$ cat config.mk
export PLATFORM = sky130hd
export DESIGN_NAME = alu_arbiter_flat
export DESIGN_NICKNAME = d
export VERILOG_FILES = /design/src/rtl/alu_arbiter_pkg.sv /design/src/rtl/alu_arbiter_if.sv /design/src/rtl/alu_arbiter_rr_arb2.sv /design/src/rtl/alu_arbiter.sv /design/src/flat_wrapper.sv
export SDC_FILE = /design/constraint.sdc
export NUM_CORES = 1
export LEC_CHECK = 0
export BUFFER_PORTS_ARGS = -buffer_cell sky130_fd_sc_hd__buf_2
export CAP_MARGIN = 10
export CORE_MARGIN = 5
export CORE_UTILIZATION = 39
export DETAILED_ROUTE_END_ITERATION = 7
export GPL_ROUTABILITY_DRIVEN = 1
export GPL_TIMING_DRIVEN = 0
export MAX_ROUTING_LAYER = met4
export PLACE_DENSITY = 0.88
export REMOVE_ABC_BUFFERS = 1
export SETUP_SLACK_MARGIN = 0.05
export SLEW_MARGIN = 40
export SYNTH_ARGS = -nofsm -noshare
export SYNTH_HDL_FRONTEND = slang
export SYNTH_SLANG_ARGS = --single-unit
export TNS_END_PERCENT = 1
$ cat constraint.sdc
create_clock -name clk -period 1.7 [get_ports clk]
set_input_delay 0.17 -clock clk [delete_from_list [all_inputs] [get_ports clk]]
set_output_delay 0.17 -clock clk [all_outputs]
set_load 0.1 [all_outputs]
$ cat src/rtl/alu_arbiter_pkg.sv
// Shared types and constants for alu_arbiter: FSM states, ALU op codes, request payload.
package alu_arb_pkg;

  localparam int ALU_W = 32;

  typedef enum logic [1:0] {
    IDLE = 2'd0,
    EXEC = 2'd1,
    RESP = 2'd2
  } state_t;

  localparam logic [3:0] OP_AND  = 4'd0;
  localparam logic [3:0] OP_OR   = 4'd1;
  localparam logic [3:0] OP_ADD  = 4'd2;
  localparam logic [3:0] OP_RSV0 = 4'd3;
  localparam logic [3:0] OP_XOR  = 4'd4;
  localparam logic [3:0] OP_NOR  = 4'd5;
  localparam logic [3:0] OP_SUB  = 4'd6;
  localparam logic [3:0] OP_SLT  = 4'd7;
  localparam logic [3:0] OP_SLTU = 4'd8;
  localparam logic [3:0] OP_SLL  = 4'd9;
  localparam logic [3:0] OP_SRL  = 4'd10;
  localparam logic [3:0] OP_SRA  = 4'd11;
  localparam logic [3:0] OP_SLLV = 4'd12;
  localparam logic [3:0] OP_SRLV = 4'd13;
  localparam logic [3:0] OP_SRAV = 4'd14;
  localparam logic [3:0] OP_RSV1 = 4'd15;

  typedef struct packed {
    logic [3:0]       op;
    logic [ALU_W-1:0] srca;
    logic [ALU_W-1:0] srcb;
    logic [4:0]       shamt;
    logic             ovf_chk;
  } req_t;

  function automatic logic is_reserved(input logic [3:0] op);
    return (op == OP_RSV0) || (op == OP_RSV1);
  endfunction

endpackage

$ cat src/rtl/alu_arbiter_if.sv
// Requester-side request/response handshake bundle for alu_arbiter.
interface alu_arbiter_if #(parameter int DATA_W = 32);
  logic              req0_valid, req0_ready, req0_ovf_chk;
  logic [3:0]        req0_op;
  logic [DATA_W-1:0] req0_srca, req0_srcb;
  logic [4:0]        req0_shamt;
  logic              req1_valid, req1_ready, req1_ovf_chk;
  logic [3:0]        req1_op;
  logic [DATA_W-1:0] req1_srca, req1_srcb;
  logic [4:0]        req1_shamt;
  logic              rsp0_valid, rsp0_ready, rsp1_valid, rsp1_ready;
  logic [DATA_W-1:0] rsp_res;
  logic              rsp_zero, rsp_ovf;

  modport master (
    output req0_valid, req0_op, req0_srca, req0_srcb, req0_shamt, req0_ovf_chk,
    output req1_valid, req1_op, req1_srca, req1_srcb, req1_shamt, req1_ovf_chk,
    input  req0_ready, req1_ready,
    input  rsp0_valid, rsp1_valid, rsp_res, rsp_zero, rsp_ovf,
    output rsp0_ready, rsp1_ready
  );

  modport slave (
    input  req0_valid, req0_op, req0_srca, req0_srcb, req0_shamt, req0_ovf_chk,
    input  req1_valid, req1_op, req1_srca, req1_srcb, req1_shamt, req1_ovf_chk,
    output req0_ready, req1_ready,
    output rsp0_valid, rsp1_valid, rsp_res, rsp_zero, rsp_ovf,
    input  rsp0_ready, rsp1_ready
  );
endinterface

$ cat src/rtl/alu_arbiter_rr_arb2.sv
// Two-way round-robin pick: on a tie the requester that did not win last time is chosen.
module rr_arb2 (
  input  logic [1:0] valid,
  input  logic       last_grant,
  output logic       any,
  output logic       gnt_id
);
  always_comb begin
    any    = |valid;
    gnt_id = (valid == 2'b11) ? ~last_grant : valid[1];
  end
endmodule

$ cat src/rtl/alu_arbiter.sv
// Shares one combinational ALU between two requesters (IDLE -> EXEC -> RESP per operation).
// Optional grant counters enabled by defining ALU_ARB_STATS_EN.
module alu_arbiter
  import alu_arb_pkg::*;
#(
  parameter int DATA_W = 32
`ifdef ALU_ARB_STATS_EN
  , parameter int STATS_W = 16
`endif
) (
  input  logic              clk,
  input  logic              rst_n,
  alu_arbiter_if.slave      bus,
  output logic [3:0]        alu_op_code,
  output logic [DATA_W-1:0] alu_srca,
  output logic [DATA_W-1:0] alu_srcb,
  output logic [4:0]        alu_shamt,
  output logic              alu_overflow_check,
  input  logic [DATA_W-1:0] alu_res,
  input  logic              alu_zero_flag,
  input  logic              alu_overflow,
  output logic              busy
`ifdef ALU_ARB_STATS_EN
  , input  logic             stats_clr
  , output logic [STATS_W-1:0] grant_cnt0
  , output logic [STATS_W-1:0] grant_cnt1
`endif
);

  state_t state, next_state;
  logic   last_grant, cur, grant, gnt_id, any_valid;
  req_t   op_q, sel_req;

  rr_arb2 u_arb (
    .valid      ({bus.req1_valid, bus.req0_valid}),
    .last_grant (last_grant),
    .any        (any_valid),
    .gnt_id     (gnt_id)
  );

  always_comb begin
    sel_req = gnt_id
      ? '{op: bus.req1_op, srca: bus.req1_srca, srcb: bus.req1_srcb,
          shamt: bus.req1_shamt, ovf_chk: bus.req1_ovf_chk}
      : '{op: bus.req0_op, srca: bus.req0_srca, srcb: bus.req0_srcb,
          shamt: bus.req0_shamt, ovf_chk: bus.req0_ovf_chk};
  end

  always_comb begin
    next_state     = state;
    grant          = 1'b0;
    bus.req0_ready = 1'b0;
    bus.req1_ready = 1'b0;
    case (state)
      IDLE: if (any_valid) begin
        grant          = 1'b1;
        bus.req0_ready = ~gnt_id;
        bus.req1_ready = gnt_id;
        next_state     = EXEC;
      end
      EXEC: next_state = RESP;
      RESP: if (cur ? bus.rsp1_ready : bus.rsp0_ready) next_state = IDLE;
      default: next_state = IDLE;
    endcase
  end

  always_comb begin
    bus.rsp0_valid = (state == RESP) && !cur;
    bus.rsp1_valid = (state == RESP) && cur;
    busy           = (state != IDLE);
  end

  always_ff @(posedge clk or negedge rst_n) begin
    if (!rst_n) begin
      state        <= IDLE;
      last_grant   <= 1'b1;
      cur          <= 1'b0;
      op_q         <= '0;
      bus.rsp_res  <= '0;
      bus.rsp_zero <= 1'b0;
      bus.rsp_ovf  <= 1'b0;
    end else begin
      state <= next_state;
      if (grant) begin
        op_q       <= sel_req;
        last_grant <= gnt_id;
        cur        <= gnt_id;
      end
      if (state == EXEC) begin
        // Reserved ops never trust the ALU: force a clean zero result.
        if (is_reserved(op_q.op)) begin
          bus.rsp_res  <= '0;
          bus.rsp_zero <= 1'b1;
          bus.rsp_ovf  <= 1'b0;
        end else begin
          bus.rsp_res  <= alu_res;
          bus.rsp_zero <= alu_zero_flag;
          bus.rsp_ovf  <= alu_overflow;
        end
      end
    end
  end

  always_comb begin
    alu_op_code        = op_q.op;
    alu_srca           = op_q.srca;
    alu_srcb           = op_q.srcb;
    alu_shamt          = op_q.shamt;
    alu_overflow_check = op_q.ovf_chk;
  end

`ifdef ALU_ARB_STATS_EN
  always_ff @(posedge clk or negedge rst_n) begin
    if (!rst_n) begin
      grant_cnt0 <= '0;
      grant_cnt1 <= '0;
    end else if (stats_clr) begin
      grant_cnt0 <= '0;
      grant_cnt1 <= '0;
    end else if (grant) begin
      if (!gnt_id && grant_cnt0 != '1) grant_cnt0 <= grant_cnt0 + 1'b1;
      if (gnt_id && grant_cnt1 != '1)  grant_cnt1 <= grant_cnt1 + 1'b1;
    end
  end
`endif

endmodule

$ cat src/flat_wrapper.sv
// flat-port wrapper written by rule: the top's interface ports become plain ports
module alu_arbiter_flat import alu_arb_pkg::*;
#(
  parameter int DATA_W = 32

)
  (clk, rst_n, alu_op_code, alu_srca, alu_srcb, alu_shamt, alu_overflow_check, alu_res, alu_zero_flag, alu_overflow, busy, bus_req0_valid, bus_req0_op, bus_req0_srca, bus_req0_srcb, bus_req0_shamt, bus_req0_ovf_chk, bus_req1_valid, bus_req1_op, bus_req1_srca, bus_req1_srcb, bus_req1_shamt, bus_req1_ovf_chk, bus_req0_ready, bus_req1_ready, bus_rsp0_valid, bus_rsp1_valid, bus_rsp_res, bus_rsp_zero, bus_rsp_ovf, bus_rsp0_ready, bus_rsp1_ready);
  alu_arbiter_if #(.DATA_W(DATA_W)) bus_i ();
  input  logic clk;
  input  logic rst_n;
  output logic [3:0] alu_op_code;
  output logic [DATA_W-1:0] alu_srca;
  output logic [DATA_W-1:0] alu_srcb;
  output logic [4:0] alu_shamt;
  output logic alu_overflow_check;
  input  logic [DATA_W-1:0] alu_res;
  input  logic alu_zero_flag;
  input  logic alu_overflow;
  output logic busy;
  input wire logic [$bits(bus_i.req0_valid)-1:0] bus_req0_valid;
  input wire logic [$bits(bus_i.req0_op)-1:0] bus_req0_op;
  input wire logic [$bits(bus_i.req0_srca)-1:0] bus_req0_srca;
  input wire logic [$bits(bus_i.req0_srcb)-1:0] bus_req0_srcb;
  input wire logic [$bits(bus_i.req0_shamt)-1:0] bus_req0_shamt;
  input wire logic [$bits(bus_i.req0_ovf_chk)-1:0] bus_req0_ovf_chk;
  input wire logic [$bits(bus_i.req1_valid)-1:0] bus_req1_valid;
  input wire logic [$bits(bus_i.req1_op)-1:0] bus_req1_op;
  input wire logic [$bits(bus_i.req1_srca)-1:0] bus_req1_srca;
  input wire logic [$bits(bus_i.req1_srcb)-1:0] bus_req1_srcb;
  input wire logic [$bits(bus_i.req1_shamt)-1:0] bus_req1_shamt;
  input wire logic [$bits(bus_i.req1_ovf_chk)-1:0] bus_req1_ovf_chk;
  output wire logic [$bits(bus_i.req0_ready)-1:0] bus_req0_ready;
  output wire logic [$bits(bus_i.req1_ready)-1:0] bus_req1_ready;
  output wire logic [$bits(bus_i.rsp0_valid)-1:0] bus_rsp0_valid;
  output wire logic [$bits(bus_i.rsp1_valid)-1:0] bus_rsp1_valid;
  output wire logic [$bits(bus_i.rsp_res)-1:0] bus_rsp_res;
  output wire logic [$bits(bus_i.rsp_zero)-1:0] bus_rsp_zero;
  output wire logic [$bits(bus_i.rsp_ovf)-1:0] bus_rsp_ovf;
  input wire logic [$bits(bus_i.rsp0_ready)-1:0] bus_rsp0_ready;
  input wire logic [$bits(bus_i.rsp1_ready)-1:0] bus_rsp1_ready;
  assign bus_i.req0_valid = bus_req0_valid;
  assign bus_i.req0_op = bus_req0_op;
  assign bus_i.req0_srca = bus_req0_srca;
  assign bus_i.req0_srcb = bus_req0_srcb;
  assign bus_i.req0_shamt = bus_req0_shamt;
  assign bus_i.req0_ovf_chk = bus_req0_ovf_chk;
  assign bus_i.req1_valid = bus_req1_valid;
  assign bus_i.req1_op = bus_req1_op;
  assign bus_i.req1_srca = bus_req1_srca;
  assign bus_i.req1_srcb = bus_req1_srcb;
  assign bus_i.req1_shamt = bus_req1_shamt;
  assign bus_i.req1_ovf_chk = bus_req1_ovf_chk;
  assign bus_req0_ready = bus_i.req0_ready;
  assign bus_req1_ready = bus_i.req1_ready;
  assign bus_rsp0_valid = bus_i.rsp0_valid;
  assign bus_rsp1_valid = bus_i.rsp1_valid;
  assign bus_rsp_res = bus_i.rsp_res;
  assign bus_rsp_zero = bus_i.rsp_zero;
  assign bus_rsp_ovf = bus_i.rsp_ovf;
  assign bus_i.rsp0_ready = bus_rsp0_ready;
  assign bus_i.rsp1_ready = bus_rsp1_ready;
  alu_arbiter #(.DATA_W(DATA_W)) u_core (.clk(clk), .rst_n(rst_n), .bus(bus_i), .alu_op_code(alu_op_code), .alu_srca(alu_srca), .alu_srcb(alu_srcb), .alu_shamt(alu_shamt), .alu_overflow_check(alu_overflow_check), .alu_res(alu_res), .alu_zero_flag(alu_zero_flag), .alu_overflow(alu_overflow), .busy(busy));
endmodule
==> results_dict.tcl, run 1 <==
set metrics [dict create \
    die_y_microns 121 \
    postRouteAntennaNets 0 \
    path_max_fanout 6 \
    worst_ep_arrival_time_ns 1.78 \
    slew_viol_final 0 \
    ys_top_cells_by_area "dfrtp_1, a221o_1, nor3_1" \
    syn-cell-area_sq_um 4840 \
    syn_area_per_cell_sq_um 11.3 \
    setup_viol 101 \
    drive_gt1_share_pct 49.3 \
    synth-seq-cells 112 \
    worstPathCellList "or2_4, buf_12, nor3b_4, buf_6, buf_8, buf_12" \
    core_area_sq_um 12100 \
    post-synth-top-count-cell "dfrtp_1" \
    hold_viol 0 \
    seqCellArea_sq_um 2810 \
    grt_first_pass_wirelength_microns 25800 \
    path_class "reg -> out" \
    clk_pin_slew_ns 0.07 \
    rows 40 \
    end_kind "output port" \
    postRouteWirelength_microns 16900 \
    fin_ws_ns -0.254 \
    cts_root_buffer "clkbuf_16" \
    hold_path_class "in -> reg" \
    cts_num_sinks 112 \
    start_kind "register" \
    synth_largest_area_cell "dfrtp_1" \
    synth_edf_count 0 \
    buffer_ports.inserted 300 \
    critPathMaxStageDelay_ns 0.42 \
    tritoncts "built" \
    synth_common_cells "dfrtp_1, inv_1, a221o_1, nor3_1, a22o_1" \
    seq_area_frac_synth_pct 57.9 \
    n_fill_cell 1064 \
    period_needed_ns 1.95 \
    synthArstFlopShare_pct 100 \
    dp_cells 869 \
    slowest_stage "dfrtp_2" \
    fin_crit_sh_pct 115 \
    synthToLayoutAreaGrowth_pct 47.3 \
    grt_max_degree 58 \
    fmaxAchievable_ghz 0.512 \
    grt.total_usage_pct 22.9 \
    drt_first_pass_iters 4 \
    synthDistinctLibCells 23 \
    nets 922 \
    multi_input_area_sq_um 1600 \
    cts_buffer_depth 2 \
    pre_cts_ws_ns -1.11 \
    ys_warn_count 0 \
    synth_top_cell_area_share_pct 57.4 \
    fin_cells 908 \
    hpwl_microns 11700 \
    clock_skew_ns 0.00760 \
    status "finished, violations left" \
    cp.required_ns 1.53 \
    critPathMostFrequentCell "buf_12" \
    grt_overflow_total 0 \
    whs_ns 0.0494 \
    syn_inst 427 \
    grt_pass1_vias 4887 \
    tightest_slew_ns 0.777 \
    antenna_found_initial 1 \
    rsz0062_at_grt "true" \
    via_per_inst 5.25 \
    drtIter0Drc 316 \
    violations "setup timing" \
    routedWlPerCell_microns 18.6 \
    ioPinCount 301 \
    clock_latency_ns 0.34 \
    setup_tns_ns -11.40 \
    htreeDepth 3 \
    fp.dieW_microns 121 \
    initial_core_util_pct 40.0 \
    gp_congestion 0.810 \
    synth_flop_cell "dfrtp_1" \
    route.detailed.drc 0 \
    maxSlewHeadroom_pct 48.2 \
    die_area_sq_um 14700 \
    cts_buffers 9 \
    maxCapViolations 0 \
    dr_total_vias 4763 \
]
==> critical path: cells and delay by family (launching register included) <==
kind | cells | cell delay [ns]
flops | 1 | 0.42
buf+inv | 4 | 0.56
simple gates | 2 | 0.45
==> layer usage <==
metal  global-route usage, %  part of all wire (%)
met1                    29.5                    41
met2                    35.9                    49
met3                    4.76                   9.0
met4                    8.33                   1.5
met5                       -                     0
==> state kept, by name, indices dropped and copies added, names as in the netlist <==
signal                     count
u_core.alu_op_code             4
u_core.alu_overflow_check      1
u_core.alu_shamt               5
u_core.alu_srca               32
u_core.alu_srcb               32
u_core.bus.rsp_ovf             1
u_core.bus.rsp_res            32
u_core.bus.rsp_zero            1
u_core.cur                     1
u_core.last_grant              1
u_core.state                   2
==> cells in the final DEF (no fill, tap or decap), drive strengths merged <==
master	n
a21bo	2
nor3b	1
a22o	33
clkinv	2
dfstp	1
inv	76
buf	329
nor2b	1
nand2b	2
mux2	5
o21ai	1
clkbuf	14
bufbuf	2
o22ai	1
a22oi	1
nor3	72
clkinvlp	1
a21o	1
nor2	4
dfrtp	111
a31oi	1
a221o	72
xnor2	1
dlygate4sd3	1
diode	1
or2	4
==> repair_timing <==
| action | in CTS | in global routing |
|---|---|---|
| hold buffers | 1 | 0 |
| pin swaps | 4 | 1 |
| hold endpoints to repair | 55 | 0 |
| setup buffers | 11 | 5 |
| gates cloned | 5 | 0 |
| setup endpoints to repair | 114 | 110 |
| resized for setup | 26 | 6 |
==> cells by family after synthesis <==
| logic type | share of synthesized area, % |
|---|---|
| XOR/XNOR | 0.181 |
| flip-flops | 57.9 |
| AND/OR/NAND/NOR | 8.56 |
| buffers and inverters | 10.4 |
| multiplexers | 1.16 |
| AO/OA/AOI/OAI | 21.7 |
==> final cells by class <==
cell class                 count  area share [%]
timing repair buffer         333            27.4
inverter                      76            4.04
sequential                   112            39.4
clock buffer                  13            3.51
clock inverter                 3           0.246
antenna                        1          0.0351
multi-input combinational    202            22.4
tap                          168            2.95
==> stage by stage <==
stage	cell area, sq um	util, %
CTS	7070	58.4
floorplan	4620	-
global route	7130	58.9
global placement	6330	52.3
finish	7130	58.9
detailed placement	6540	54.0
==> worst paths after layout <==
path                                          endpoint  cells past startpoint              startpoint  slack [ns]
worst max-delay path                    bus_req0_ready                      6         u_core.state[1]       -0.25
worst max register to register     u_core.alu_shamt[3]                      6         u_core.state[1]       -0.23
max in group asynchronous            u_core.last_grant                      3                   rst_n        0.67
worst min register to register  u_core.bus.rsp_res[17]                      1  u_core.bus.rsp_res[17]        0.50
worst min-delay path            u_core.bus.rsp_res[16]                      2             alu_res[16]        0.05
min in group asynchronous        u_core.alu_op_code[1]                      2                   rst_n        0.34
Power of run 1 is left out: the tool's default activity adds up to more than one toggle a clock period on the data nets, which glitch-free logic cannot reach.
==> run 2: changes to the inputs <==
--- a/config.mk
+++ b/config.mk
@@ -9,5 +9,5 @@
 export CAP_MARGIN = 10
-export CORE_MARGIN = 5
-export CORE_UTILIZATION = 39
+export CORE_AREA = 2 2 118 120
 export DETAILED_ROUTE_END_ITERATION = 7
+export DIE_AREA = 0 0 120 122
 export GPL_ROUTABILITY_DRIVEN = 1
@@ -15,6 +15,5 @@
 export MAX_ROUTING_LAYER = met4
-export PLACE_DENSITY = 0.88
+export PLACE_DENSITY = 0.83
 export REMOVE_ABC_BUFFERS = 1
 export SETUP_SLACK_MARGIN = 0.05
-export SLEW_MARGIN = 40
 export SYNTH_ARGS = -nofsm -noshare
==> constraint.sdc (replaced) <==
create_clock -name clk -period 1.7 [get_ports clk]
set_input_delay 0.34 -clock clk [delete_from_list [all_inputs] [get_ports clk]]
set_output_delay 0.34 -clock clk [all_outputs]
set_load 0.1 [all_outputs]
==> results_dict.tcl, run 2 (synthesized netlist as in run 1, its figures left out) <==
set metrics [dict create \
    clock_latency_ns 0.34 \
    rsz0062_at_grt "true" \
    gp_congestion 0.855 \
    critPathMostFrequentCell "buf_12" \
    start_kind "register" \
    mostFrequentLayoutCell "buf_2" \
    hold_path_class "in -> async" \
    cts_buffer_depth 2 \
    status "finished, violations left" \
    end_kind "output port" \
    die_area_sq_um 14600 \
    die_y_microns 122 \
    fp.dieW_microns 120 \
    worst_ep_arrival_time_ns 1.76 \
    setup_tns_ns -10.79 \
    grt_first_pass_wirelength_microns 24700 \
    tightest_slew_ns 0.727 \
    whs_ns 0.0455 \
    maxSlewHeadroom_pct 51.5 \
    antenna_found_initial 0 \
    pre_cts_ws_ns -1.45 \
    tritoncts "built" \
    via_per_inst 5.21 \
    worstReg2RegStart "u_core.state[1]" \
    grt_pass1_vias 4669 \
    clk_pin_slew_ns 0.08 \
    initial_core_util_pct 35.8 \
    cts_buffers 9 \
    postRouteWirelength_microns 16400 \
    worst-path-buf-inv 4 \
    drt_first_pass_iters 4 \
    slew_viol_final 0 \
    path_max_fanout 3 \
    critPathMaxStageDelay_ns 0.41 \
    clock_skew_ns 0.0132 \
    maxCapViolations 0 \
    mostFrequentLayoutCells "buf_2, dfrtp_1, inv_1, nor3_1, a221o_1" \
    setup_viol 80 \
    drive_gt1_share_pct 49.1 \
    fmaxAchievable_ghz 0.475 \
    postRouteAntennaNets 0 \
    synthToLayoutAreaGrowth_pct 46.4 \
    slowest_stage "dfrtp_2" \
    period_needed_ns 2.10 \
    dr_total_vias 4742 \
    rows 43 \
    ff2ff_path_depth 5 \
    hpwl_microns 9960 \
    buffer_ports.inserted 300 \
    violations "setup timing" \
    n_fill_cell 1190 \
    worstPathCellList "or2_4, nor3b_4, buf_6, buf_12, buf_12, buf_12" \
    path_class "reg -> out" \
    core_area_sq_um 13500 \
    drtIter0Drc 313 \
    htreeDepth 3 \
    worst-path-stages 6 \
    grt_max_degree 59 \
    cp.required_ns 1.36 \
    routedWlPerCell_microns 18.0 \
    nets 912 \
    cts_num_sinks 112 \
    hold_viol 0 \
    fin_crit_sh_pct 124 \
    grt_overflow_total 0 \
    fin_ws_ns -0.405 \
    cts_root_buffer "clkbuf_16" \
    grt.total_usage_pct 22.6 \
    path_delay_family "simple AND/OR/NAND/NOR gates" \
    crit_path_start "u_core.state[1]" \
    ioPinCount 301 \
    route.detailed.drc 0 \
]
==> run 2: cell type report <==
| type | instances | area (sq um) | area share [%] |
|---|---|---|---|
| Antenna cell | 1 | 2.50 | 0.0353 |
| Clock buffer | 11 | 233 | 3.28 |
| Clock inverter | 5 | 40.0 | 0.565 |
| Inverter | 76 | 285 | 4.03 |
| Multi-Input combinational cell | 204 | 1640 | 23.1 |
| Sequential cell | 112 | 2810 | 39.6 |
| Tap cell | 180 | 225 | 3.18 |
| Timing Repair Buffer | 321 | 1860 | 26.2 |
==> run 2: path summary, 6_finish.rpt <==
check,endpoint,slack (ns)
max,bus_req0_ready,-0.40
min,u_core.bus.rsp_res[10],0.05
max reg2reg,u_core.alu_shamt[2],-0.30
min reg2reg,u_core.bus.rsp_res[30],0.51
max in group asynchronous,u_core.state[1],0.91
min in group clk,u_core.bus.rsp_res[11],0.22
==> run 2: per-stage QoR <==
step	cell area, sq um	util, %	instances
4_1_cts	7000	51.8	904
6_report	7090	52.5	910
3_3_place_gp	6350	47.0	867
3_5_place_dp	6510	48.2	875
5_1_grt	7080	52.5	909
2_1_floorplan	4620	-	387
==> run 2: metal layers <==
metal | up-vias | share of wire, % | global-route usage [%]
met2 | 285 | 50 | 39.0
met5 | - | 0 | -
met3 | 22 | 8.2 | 4.78
met4 | 0 | 1.4 | 6.03
met1 | 2274 | 40 | 27.0
li1 | 2161 | - | -
==> run 2: what timing repair did <==
item | in CTS | in global routing
gates cloned | 6 | 0
endpoints found under the setup margin | 116 | 116
gates resized for setup | 27 | 12
pin swaps | 3 | 23
hold buffers | 0 | 0
setup buffers | 7 | 5
Power of run 2 is left out for the same reason.
